--- config.mk ---
export PLATFORM = sky130hd
export DESIGN_NAME = pipeline_credit_drain
export DESIGN_NICKNAME = d
export VERILOG_FILES = /design/src/rtl/pipeline_credit_drain.sv
export SDC_FILE = /design/constraint.sdc
export NUM_CORES = 1
export LEC_CHECK = 0
export ABC_AREA = 1
export CAP_MARGIN = 5
export CORE_AREA = 2 2 149 93
export DETAILED_ROUTE_END_ITERATION = 8
export DIE_AREA = 0 0 151 95
export PLACE_DENSITY = 0.7
export SLEW_MARGIN = 20
export SYNTH_ARGS = -nofsm -noshare
export SYNTH_HDL_FRONTEND = slang
export SYNTH_SLANG_ARGS = --single-unit
--- constraint.sdc ---
create_clock -name clk -period 5.95 [get_ports clk]
set_input_delay 0.8925 -clock clk [delete_from_list [all_inputs] [get_ports clk]]
set_output_delay 0.8925 -clock clk [all_outputs]
set_load 0.05 [all_outputs]
--- src/rtl/pipeline_credit_drain.sv ---
// Credit-gated output FIFO behind a fixed-latency, non-stallable pipeline.
// Each credit reserves one FIFO slot. Upstream may issue only while a credit
// is held, so every word that leaves the pipeline has a guaranteed slot. The
// FIFO head is then re-presented on a ready/valid interface.
module pipeline_credit_drain #(
    parameter int DATA_WIDTH = 32,
    parameter int DEPTH      = 4,
    parameter int CW         = $clog2(DEPTH + 1)
) (
    input  logic                  clk,
    input  logic                  rst,
    input  logic                  in_valid,
    output logic                  in_ready,
    output logic                  issue,
    input  logic                  pipe_valid,
    input  logic [DATA_WIDTH-1:0] pipe_data,
    output logic                  out_valid,
    input  logic                  out_ready,
    output logic [DATA_WIDTH-1:0] out_data,
    output logic [CW-1:0]         count,
    output logic                  overflow
);

    localparam int PW = (DEPTH > 1) ? $clog2(DEPTH) : 1;

    logic [CW-1:0]         credits;
    logic [PW-1:0]         wr_ptr;
    logic [PW-1:0]         rd_ptr;
    logic [DATA_WIDTH-1:0] mem [DEPTH];
    logic                  pop;
    logic                  full;
    logic                  push;

    // Pointers wrap explicitly so that DEPTH need not be a power of two.
    function automatic logic [PW-1:0] ptr_inc(input logic [PW-1:0] p);
        return (p == PW'(DEPTH - 1)) ? '0 : p + PW'(1);
    endfunction

    assign in_ready  = (credits != '0) & ~rst;
    assign issue     = in_valid & in_ready;
    assign out_valid = (count != '0);
    assign pop       = out_valid & out_ready;
    assign full      = (count == CW'(DEPTH));
    // A push at full succeeds only when it is paired with a pop.
    assign push      = pipe_valid & ~rst & (~full | pop);
    // The head comes straight from storage, so a word written this cycle
    // becomes visible on the next cycle at the earliest.
    assign out_data  = mem[rd_ptr];

    // Credit counter: an issue takes a credit, a pop returns one.
    always_ff @(posedge clk or posedge rst) begin
        if (rst) begin
            credits <= CW'(DEPTH);
        end else if (issue & ~pop) begin
            credits <= credits - CW'(1);
        end else if (pop & ~issue) begin
            credits <= credits + CW'(1);
        end
    end

    // FIFO pointers and occupancy; a simultaneous push and pop leaves count unchanged.
    always_ff @(posedge clk or posedge rst) begin
        if (rst) begin
            wr_ptr <= '0;
            rd_ptr <= '0;
            count  <= '0;
        end else begin
            if (push) wr_ptr <= ptr_inc(wr_ptr);
            if (pop)  rd_ptr <= ptr_inc(rd_ptr);
            if (push & ~pop)      count <= count + CW'(1);
            else if (pop & ~push) count <= count - CW'(1);
        end
    end

    // Storage array; it needs no reset because out_valid qualifies the head.
    always_ff @(posedge clk) begin
        if (push) mem[wr_ptr] <= pipe_data;
    end

    // Sticky error: a word arrived with no free slot, so it was dropped.
    always_ff @(posedge clk or posedge rst) begin
        if (rst) begin
            overflow <= 1'b0;
        end else if (pipe_valid & full & ~pop) begin
            overflow <= 1'b1;
        end
    end

endmodule

**After elaboration in Yosys (flattened, before gate mapping)**

Memory sizes are Yosys's and may differ from the RTL's.
Cells that the tools add are included.

- Flip-flop bits (word level): 11
- Memory bits (writable): 128
- Bits of input ports: 37
- Logic and storage cells: 44
- Memories: 1

Memory list:

| memory | words | bits a word | rd ports | clocked after Yosys merged registers in | wr ports | line | source |
|---|---|---|---|---|---|---|---|
| mem | 4 | 32 | 1 | 0 | 1 | 29 | `logic [DATA_WIDTH-1:0] mem [DEPTH];` |

- Add/subtract/negate cells: 6
- Eq/ne operators: 3
- Mux-type cells: 8
- Bitwise logic cells: 17
- Reductions and logical operators: 4

Operators with widths:

| cell | number |
|---|---|
| $mux 3 | 4 |
| $and 1x1->1 | 11 |
| $add 3x1->3 const B | 2 |
| $reduce_bool 3->1 | 2 |
| $sub 3x1->3 const B | 2 |
| $not 1->1 | 5 |
| $add 2x1->2 const B | 2 |
| $eq 2x2->1 const B | 2 |
| $mux 2 | 2 |
| $reduce_bool 2->1 | 2 |
| $eq 3x3->1 const B | 1 |
| $mux 1 | 2 |
| $or 1x1->1 | 1 |

**Logic depth before layout (Yosys ltp)**

Gate-level depths: netlist of the first run.

- Word-level depth: 8
- Gate-level depth with buffers: 13
- Gate-level depth less buffers: 13

**Worst setup path after synthesis of the first run**

Ideal clock, no wire load.

- Kind: input port to flip-flop
- Start: in rst
- End: reg credits[2]
- Library setup time: 0.076 ns
- Arrival: 3.068 ns
- Path slack: 2.806 ns
- Cell stages on the path: 8
- Buffers on the path: 0
- Path through: nor3_1 ha_1 inv_1 fa_1 nand2_1 nand3_1 nand2_1 nand2_1

- Longest elaborated chain between the ends: 6

RTL lines:

| item | line | source |
|---|---|---|
| start, declared | 11 | `input logic rst,` |
| $not 1->1 (*) | 39 | `assign in_ready = (credits != '0) & ~rst;` |
| $and 1x1->1 (*) | 39 |  |
| $and 1x1->1 (*) | 40 | `assign issue = in_valid & in_ready;` |
| $not 1->1 | 56 | `end else if (pop & ~issue) begin` |
| $and 1x1->1 | 56 |  |
| $reduce_bool 2->1 (no line) | n/a |  |
| end signal, assigned | 53 | `credits <= CW'(DEPTH);` |
| end signal, assigned | 55 | `credits <= credits - CW'(1);` |
| end signal, assigned | 57 | `credits <= credits + CW'(1);` |
| end, declared | 26 | `logic [CW-1:0] credits;` |

Every way passes the cells marked *; elsewhere a longest branch is shown, timed or not.
A chain may end at the register's enable or synchronous reset.

**Final worst setup path of the first run**

- Start: reg rd_ptr[1]
- End: out out_data[27]

- Longest elaborated chain between the ends: 1

RTL lines:

| item | line | source |
|---|---|---|
| start, declared | 28 | `logic [PW-1:0] rd_ptr;` |
| start signal, assigned | 69 | `if (pop) rd_ptr <= ptr_inc(rd_ptr);` |
| $mem_v2 4x32 | n/a |  |
| end, declared | 19 | `output logic [DATA_WIDTH-1:0] out_data,` |

No other way between the ends.

==> flow_metrics.py, run 1 <==
metrics = {
    "synthesis": {
        "netlist_top_cells_area": "edfxtp_1 68%, nand2_1 5.8%, inv_1 5.5%",
        "synth_nets": 507,
        "ys_ff_latch": 139,
        "synth.distinct_cells": 20,
        "syn_area_per_cell_um2": 12.3,
        "synth_top_area_frac": 0.676,
        "yosysSeqAreaShare": 0.725,
        "synth_top_area_cell": "edfxtp_1",
        "netlist_instances": 461,
        "ys.warnings.count": 0,
        "netlist_area_um2": 5690,
    },
    "layout": {
        "syn_to_final_growth_pct": 28.3,
        "n_antenna_cell": 0,
        "nets": 586,
        "layout_common_cells": "128 x edfxtp_1, 88 x nand2_1, 84 x inv_1",
        "layout_commonest_cell": "edfxtp_1",
        "drive_gt1_frac": 0.0778,
    },
    "timing": {
        "tns_ns": 0,
        "rsz0062_at_grt": "false",
        "fin_crit_ns": 3.58,
        "min_period_over_period": 0.602,
        "setup_viol": 0,
        "finalHoldViolCount": 0,
        "drv_slew": 0,
        "relSlewSlack": 0.594,
        "clock_skew_ns": 0.00864,
        "tightest_slew_ns": 0.607,
        "fmax_mhz": 279,
    },
    "run_status": {
        "outcome": "finished clean",
    },
    "critical_path": {
        "slowest_stage": "clkdlybuf4s50_1",
        "worstPathArrival_ns": 2.69,
        "cp-end-kind": "primary output",
        "path_class": "reg -> out",
        "slowest_delay_ns": 0.82,
        "path_cells": "buf_4 -> o211ai_1 -> nand2_1 -> clkdlybuf4s50_1",
        "rr_startpoint": "count[0]",
        "critPathLaunch": "rd_ptr[1]",
        "startpoint_type": "flip-flop",
        "crit_fanout": 48,
        "cp.required_ns": 5.06,
    },
    "power_and_ir_drop": {
        "powerDensity_nw_per_um2": 549,
        "leakage_nw": 2.82,
        "irDropWorstVdd_mv": 0.313,
        "total_power_mw": 4.00,
    },
    "global_routing": {
        "grt_util_all_layers": 0.155,
        "grt_pass1_wl_um": 16400,
        "grt_max_degree": 132,
        "grt_antenna_before_repair": 0,
        "grt_pass1_vias": 3240,
        "grt_overflow": 0,
    },
    "placement": {
        "gp_congestion": 0.759,
        "hpwl_um": 5870,
        "port_buffers": 75,
    },
    "clock_network": {
        "postCtsSetupBuffers": 0,
        "cts_sinks": 139,
        "insertion_delay_ns": 0.41,
        "cts_made_buffers": 17,
        "cts_resized": 0,
        "cts_tree": "yes",
        "clockBufferDepth": 2,
        "cts_hold_buf": 0,
        "clk_pin_slew_ns": 0.06,
        "htree_levels": 4,
        "root_buffer": "clkbuf_16",
    },
    "hold_path": {
        "hold_class": "reg -> reg",
        "min-delay-start": "overflow",
    },
    "detailed_routing": {
        "vias": 3382,
        "drt-total-wl_um": 10400,
        "routed_via_density": 4.65,
        "routedWlPerCell_um": 14.2,
        "firstDrtPassIters": 5,
        "drt_iter0_markers": 137,
        "postRouteAntennaNets": 0,
        "drc_errors": 0,
    },
    "floorplanning": {
        "die_w_um": 151,
        "initial_core_util": 0.433,
        "core-area_um2": 13100,
        "num_rows": 33,
        "io-pin-count": 76,
        "fp.dieArea_um2": 14300,
        "die_y_um": 95,
    },
    "flow_run": {
        "maxCapViolCount": 0,
    },
}
routing by layer:
layer  global-route usage  vias up  part of all wire
met5                    0        -                 0
met4               0.0701        0            0.0088
met3               0.0415        7             0.045
met2                0.240       72              0.45
met1                0.208     1568              0.50
li1                     -     1735                 -
critical path, delay by kind of cell, from the launching register on:
| family | cells | cell delay (ns) |
|---|---|---|
| AOI/OAI and AO/OA | 1 | 0.17 |
| DFF | 1 | 0.59 |
| buffers and inverters | 2 | 1.36 |
| and+or+nand+nor | 1 | 0.14 |
sequential cells by signal, indices dropped and copies added, names as in the netlist:
register  cells
rd_ptr        2
credits       3
mem         128
wr_ptr        2
count         3
overflow      1
cell type report:
class | instances | area [um2]
fill | 1071 | 5840
sequential | 139 | 4130
multi-input combinational | 217 | 1170
timing repair buffer | 81 | 881
clock buffer | 17 | 425
inverter | 84 | 315
tap | 175 | 219
clock inverter | 15 | 160
cell families after synthesis:
group	share of synthesized area
compound gates	0.101
buf+inv	0.0750
fa+ha+maj	0.0224
flops	0.725
xor+xnor	0.00308
simple gates	0.0739
power by group:
group          internal [mW]  switching, mW
sequential              1.20          0.116
combinational          0.540           1.11
clock                  0.622          0.410
per-stage QoR:
step           area, um2  utilization  setup WS (ns)  std cells  hold WS, ns
6_report            7290        0.556           2.37        728        0.484
5_1_grt             7290        0.556           2.21        728        0.518
4_1_cts             7170        0.546           2.18        723        0.484
3_5_place_dp        6590        0.502           2.57        691        0.471
3_3_place_gp        6590        0.502           2.60        691        0.458
2_1_floorplan       5690            -           2.81        461        0.449
cells in the mapped netlist, drive strengths merged:
library cell	instances
xnor2	2
nor3	2
o21ai	33
inv	84
clkbuf	2
buf	19
o21bai	1
nand2	88
fa	2
o211ai	32
nand3	6
nand4	2
ha	7
edfxtp	128
dfrtp	10
a21oi	32
dfstp	1
nor2	10
final timing paths:
path,end,slack (ns),depth (start not counted)
max in group asynchronous,rd_ptr[0],4.68,2
hold / removal,overflow,0.48,1
setup / recovery,out_data[27],2.37,4
setup reg to reg,count[1],3.78,9
min in group asynchronous,wr_ptr[0],0.89,2
hold reg to reg,overflow,0.48,1
Note: power is estimated with default switching activity, not from simulation.
==> inputs of run 2 (changes only) <==
clock period = 3.7 ns   (was 5.95 ns; I/O delays follow)
==> flow_metrics.py, run 2 (same netlist as run 1, synthesis figures left out) <==
metrics = {
    "floorplanning": {
        "fp.dieArea_um2": 14300,
        "core-area_um2": 13100,
        "io-pin-count": 76,
        "die_w_um": 151,
        "num_rows": 33,
        "die_y_um": 95,
        "initial_core_util": 0.433,
    },
    "clock_network": {
        "cts_sinks": 139,
        "root_buffer": "clkbuf_16",
        "postCtsSetupBuffers": 0,
        "cts_resized": 0,
        "cts_hold_buf": 0,
        "insertion_delay_ns": 0.40,
        "htree_levels": 4,
        "clk_pin_slew_ns": 0.06,
        "clockBufferDepth": 2,
        "cts_made_buffers": 17,
        "cts_tree": "yes",
    },
    "layout": {
        "n_fill_cell": 1076,
        "drive_gt1_frac": 0.0776,
        "n_antenna_cell": 0,
        "nets": 588,
        "largest_reg_flops": 128,
        "fin_area_um2": 7220,
        "syn_to_final_growth_pct": 27.0,
        "top_regs": "mem: 128 flops, count: 3 flops, credits: 3 flops",
        "layout_common_cells": "128 x edfxtp_1, 88 x nand2_1, 84 x inv_1",
        "post-route-util": 0.550,
        "top_register": "mem",
        "layout_commonest_cell": "edfxtp_1",
    },
    "power_and_ir_drop": {
        "switchingPower_mw": 2.62,
        "pwr-share-comb": 0.399,
        "pwr-share-seq": 0.342,
        "internal_power_mw": 3.83,
        "leakage_nw": 2.80,
        "powerDensity_nw_per_um2": 892,
        "swShare": 0.406,
        "clkPwrFrac": 0.258,
        "irDropWorstVdd_mv": 0.552,
    },
    "detailed_routing": {
        "postRouteAntennaNets": 0,
        "drt-total-wl_um": 11100,
        "drt_iter0_markers": 222,
        "vias": 3529,
        "drc_errors": 0,
        "routed_via_density": 4.84,
        "routedWlPerCell_um": 15.2,
        "firstDrtPassIters": 4,
    },
    "global_routing": {
        "grt_use_met3": 0.0502,
        "top_usage_layer": "met2",
        "gr-usage-met2": 0.266,
        "grt_overflow": 0,
        "grt_util_all_layers": 0.168,
        "grt_antenna_before_repair": 0,
        "grt_max_degree": 97,
        "grt_pass1_vias": 3514,
        "met1_usage": 0.222,
        "grt_pass1_wl_um": 17700,
    },
    "flow_run": {
        "maxCapViolCount": 0,
    },
    "critical_path": {
        "path_class": "reg -> out",
        "cp-end-kind": "primary output",
        "cp.required_ns": 3.14,
        "crit_fanout": 96,
        "worstPathArrival_ns": 2.84,
        "startpoint_type": "flip-flop",
    },
    "timing": {
        "clock_skew_ns": 0.00678,
        "finalHoldViolCount": 0,
        "rsz0062_at_grt": "false",
        "drv_slew": 0,
        "setup_viol": 0,
        "min_period_over_period": 0.918,
        "tns_ns": 0,
        "relSlewSlack": 0.405,
        "fin_crit_ns": 3.40,
        "tightest_slew_ns": 0.892,
        "fmax_mhz": 295,
    },
    "placement": {
        "hpwl_um": 6720,
        "gp_congestion": 0.733,
        "postPlaceCellArea_um2": 6640,
        "port_buffers": 75,
    },
    "run_status": {
        "outcome": "finished clean",
    },
    "hold_path": {
        "hold_class": "reg -> reg",
    },
}
-- run 2: critical path: stages, from the launching register on --
cell and delay, ns:
dfrtp_4 1.00, buf_4 0.35, o211ai_1 0.12, nand2_1 0.12, clkdlybuf4s50_1 0.81
-- run 2: path summary, 6_finish.rpt --
| check | start | endpoint | slack [ns] | cells past startpoint |
|---|---|---|---|---|
| max | rd_ptr[0] | out_data[13] | 0.30 | 4 |
| min | overflow | overflow | 0.48 | 1 |
| max reg2reg | count[0] | count[1] | 1.51 | 9 |
| min reg2reg | overflow | overflow | 0.48 | 1 |
| max in group asynchronous | rst | rd_ptr[0] | 2.80 | 2 |
| min in group asynchronous | rst | credits[0] | 0.55 | 2 |
-- run 2: per-layer routing --
| metal | share of wire | vias to the layer above |
|---|---|---|
| met5 | 0 | - |
| met2 | 0.47 | 72 |
| met1 | 0.47 | 1709 |
| met4 | 0.014 | 0 |
| li1 | - | 1733 |
| met3 | 0.046 | 15 |
-- run 2: final cells by class --
cell class / instances / area (um2) / area share
multi-input combinational: 217 / 1170 / 0.162
clock inverter: 13 / 153 / 0.0211
clock buffer: 18 / 429 / 0.0594
timing repair buffer: 83 / 811 / 0.112
sequential: 139 / 4130 / 0.571
tap: 175 / 219 / 0.0303
inverter: 84 / 315 / 0.0437
-- run 2: power groups by stage --
stage | Clock [mW] | Sequential, mW | Combinational [mW]
2_1_floorplan | 0 | 2.11 | 1.85
3_3_place_gp | 0 | 2.22 | 2.53
3_5_place_dp | 0 | 2.24 | 2.58
4_1_cts | 1.69 | 2.21 | 2.60
5_1_grt | 1.76 | 2.25 | 2.77
6_report | 1.66 | 2.20 | 2.57
-- run 2: stage by stage --
| stage | std cells | hold slack [ns] | setup WS [ns] | total power, mW |
|---|---|---|---|---|
| 2_1_floorplan | 461 | 0.407 | 0.824 | 3.97 |
| 3_3_place_gp | 698 | 0.460 | 0.803 | 4.75 |
| 3_5_place_dp | 698 | 0.469 | 0.738 | 4.82 |
| 4_1_cts | 729 | 0.482 | 0.273 | 6.50 |
| 5_1_grt | 729 | 0.517 | 0.141 | 6.78 |
| 6_report | 729 | 0.479 | 0.305 | 6.44 |
==> inputs of run 3 (changes only) <==
ABC_AREA = 0   (was 1)
CORE_AREA = 2 2 132 82   (was 2 2 149 93)
DIE_AREA = 0 0 134 84   (was 0 0 151 95)
PLACE_DENSITY = 0.82   (was 0.7)
==> flow_metrics.py, run 3 <==
metrics = {
    "clock_network": {
        "cts_tree": "yes",
        "postCtsSetupBuffers": 0,
        "htree_levels": 4,
        "cts_resized": 0,
        "cts_sinks": 139,
        "clk_pin_slew_ns": 0.06,
        "cts_hold_buf": 0,
        "cts_made_buffers": 17,
        "insertion_delay_ns": 0.41,
        "clockBufferDepth": 2,
        "root_buffer": "clkbuf_16",
    },
    "placement": {
        "port_buffers": 75,
        "gp_congestion": 0.685,
        "postPlaceCellArea_um2": 6230,
        "pre_cts_slack_ns": 0.904,
        "hpwl_um": 5820,
    },
    "critical_path": {
        "crit_fanout": 22,
        "slowest_delay_ns": 0.75,
        "path_class": "reg -> out",
        "worstPathArrival_ns": 2.64,
        "cp-end-kind": "primary output",
        "startpoint_type": "flip-flop",
        "slowest_stage": "clkdlybuf4s50_1",
        "path_cells": "buf_12 -> mux4_2 -> clkdlybuf4s50_1",
        "cp.required_ns": 3.14,
    },
    "flow_run": {
        "maxCapViolCount": 0,
    },
    "detailed_routing": {
        "routedWlPerCell_um": 20.7,
        "routed_via_density": 5.36,
        "firstDrtPassIters": 4,
        "vias": 2494,
        "drt-total-wl_um": 9610,
        "drc_errors": 0,
        "postRouteAntennaNets": 0,
        "drt_iter0_markers": 169,
    },
    "floorplanning": {
        "die_y_um": 84,
        "num_rows": 29,
        "fp.dieArea_um2": 11300,
        "io-pin-count": 76,
        "core-area_um2": 10200,
        "die_w_um": 134,
        "initial_core_util": 0.521,
    },
    "power_and_ir_drop": {
        "leakage_nw": 2.32,
        "powerDensity_nw_per_um2": 900,
        "irDropWorstVdd_mv": 0.566,
        "total_power_mw": 6.16,
    },
    "timing": {
        "rsz0062_at_grt": "false",
        "setup_viol": 0,
        "finalHoldViolCount": 0,
        "tightest_slew_ns": 0.821,
        "clock_skew_ns": 0.00594,
        "fin_ws_ns": 0.501,
        "min_period_over_period": 0.865,
        "drv_slew": 0,
        "relSlewSlack": 0.453,
        "fmax_mhz": 313,
        "fin_crit_ns": 3.20,
        "tns_ns": 0,
    },
    "global_routing": {
        "grt_max_degree": 35,
        "grt_util_all_layers": 0.188,
        "grt_pass1_vias": 2726,
        "grt_overflow": 0,
        "grt_antenna_before_repair": 0,
        "grt_pass1_wl_um": 14900,
    },
    "layout": {
        "top_register": "mem",
        "post-route-util": 0.671,
        "top_regs": "mem: 128 flops, count: 3 flops, credits: 3 flops",
        "layout_commonest_cell": "edfxtp_1",
        "syn_to_final_growth_pct": 28.7,
        "nets": 360,
        "n_fill_cell": 653,
        "n_antenna_cell": 0,
        "largest_reg_flops": 128,
        "fin_area_um2": 6840,
        "drive_gt1_frac": 0.242,
        "layout_common_cells": "128 x edfxtp_1, 75 x clkdlybuf4s50_1, 32 x mux4_2",
    },
    "hold_path": {
        "hold_class": "reg -> reg",
    },
    "synthesis": {
        "synthMuxAreaShare": 0.150,
        "netlist_instances": 223,
        "synth-edff-count": 128,
        "netlist_top_cells_area": "edfxtp_1 72%, mux4_2 14%, dfrtp_1 4.7%",
        "synth_top_area_frac": 0.723,
        "synthTopCellsByCount": "128 x edfxtp_1, 32 x mux4_2, 10 x dfrtp_1",
        "synth-simple-area-share": 0.0226,
        "synth_top_area_cell": "edfxtp_1",
        "ys.warnings.count": 0,
        "netlist_area_um2": 5310,
        "synth_nets": 269,
        "synth.distinct_cells": 24,
        "synth_compound_area_frac": 0.00165,
        "ys_ff_latch": 139,
        "synthArstFlopShare": 0.0791,
        "synth_xor_xnor_area_share": 0.00989,
        "ys.flop_type": "edfxtp_1",
        "syn_area_per_cell_um2": 23.8,
        "synth_most_common_cell": "edfxtp_1",
        "yosysSeqAreaShare": 0.775,
        "yosys.area_share.adder": 0.0240,
        "synth_top_family_by_area": "multiplexers",
    },
    "run_status": {
        "outcome": "finished clean",
    },
}
run 3: cell count changes after synthesis, moves of 14 or more:
cell / delta
a21oi_1: -32
mux4_2: +32
o21ai_0: -33
nand2_1: -88
inv_1: -77
buf_2: -14
o211ai_1: -32
run 3: final timing paths:
| kind | from | end | slack [ns] | cells past startpoint |
|---|---|---|---|---|
| setup / recovery | rd_ptr[0] | out_data[22] | 0.50 | 3 |
| hold / removal | overflow | overflow | 0.47 | 1 |
| setup reg to reg | count[0] | mem[3][7] | 1.46 | 4 |
| hold reg to reg | overflow | overflow | 0.47 | 1 |
| max in group asynchronous | rst | rd_ptr[0] | 2.76 | 2 |
| min in group asynchronous | rst | credits[0] | 0.58 | 2 |
run 3: cell families (layout without fill, tap and decap cells):
logic type      after synthesis  in the layout
flops                       139            139
xor+xnor                      6              6
mux                          38             38
simple gates                 15             15
buf+inv                      15            118
fa+ha+maj                     9              9
compound gates                1              1
run 3: cell type report:
cell class,count,area [um2],area share
Clock inverter,10,173,0.0252
Tap cell,139,174,0.0254
Clock buffer,21,440,0.0644
Timing Repair Buffer,80,801,0.117
Sequential cell,139,4120,0.603
Multi-Input combinational cell,69,1100,0.161
Inverter,7,26.3,0.00384
run 3: power breakdown:
| group | total [mW] | internal [mW] | leakage (nW) | switching [mW] |
|---|---|---|---|---|
| logic | 2.23 | 0.909 | 0.731 | 1.33 |
| registers | 2.15 | 1.95 | 1.29 | 0.207 |
| clock network | 1.77 | 1.18 | 0.300 | 0.587 |
run 3: per-layer routing:
layer | global-route usage | routed length [um] | vias to the layer above
met1 | 0.254 | 4330 | 1299
met5 | 0 | 0 | -
met3 | 0.0783 | 696 | 13
li1 | - | - | 1099
met4 | 0.0725 | 121 | 0
met2 | 0.276 | 4450 | 83
run 3: critical path, delay by kind of cell (launching register included):
| kind | cells | cell delay (ns) |
|---|---|---|
| buffers and inverters | 2 | 1.03 |
| DFF | 1 | 0.64 |
| muxes | 1 | 0.55 |
run 3: stage by stage:
step                      hold WS, ns  cells
final                           0.473    465
after global routing            0.487    465
after CTS                       0.475    465
after detailed placement        0.464    434
after global placement          0.444    434
after floorplan                 0.407    223
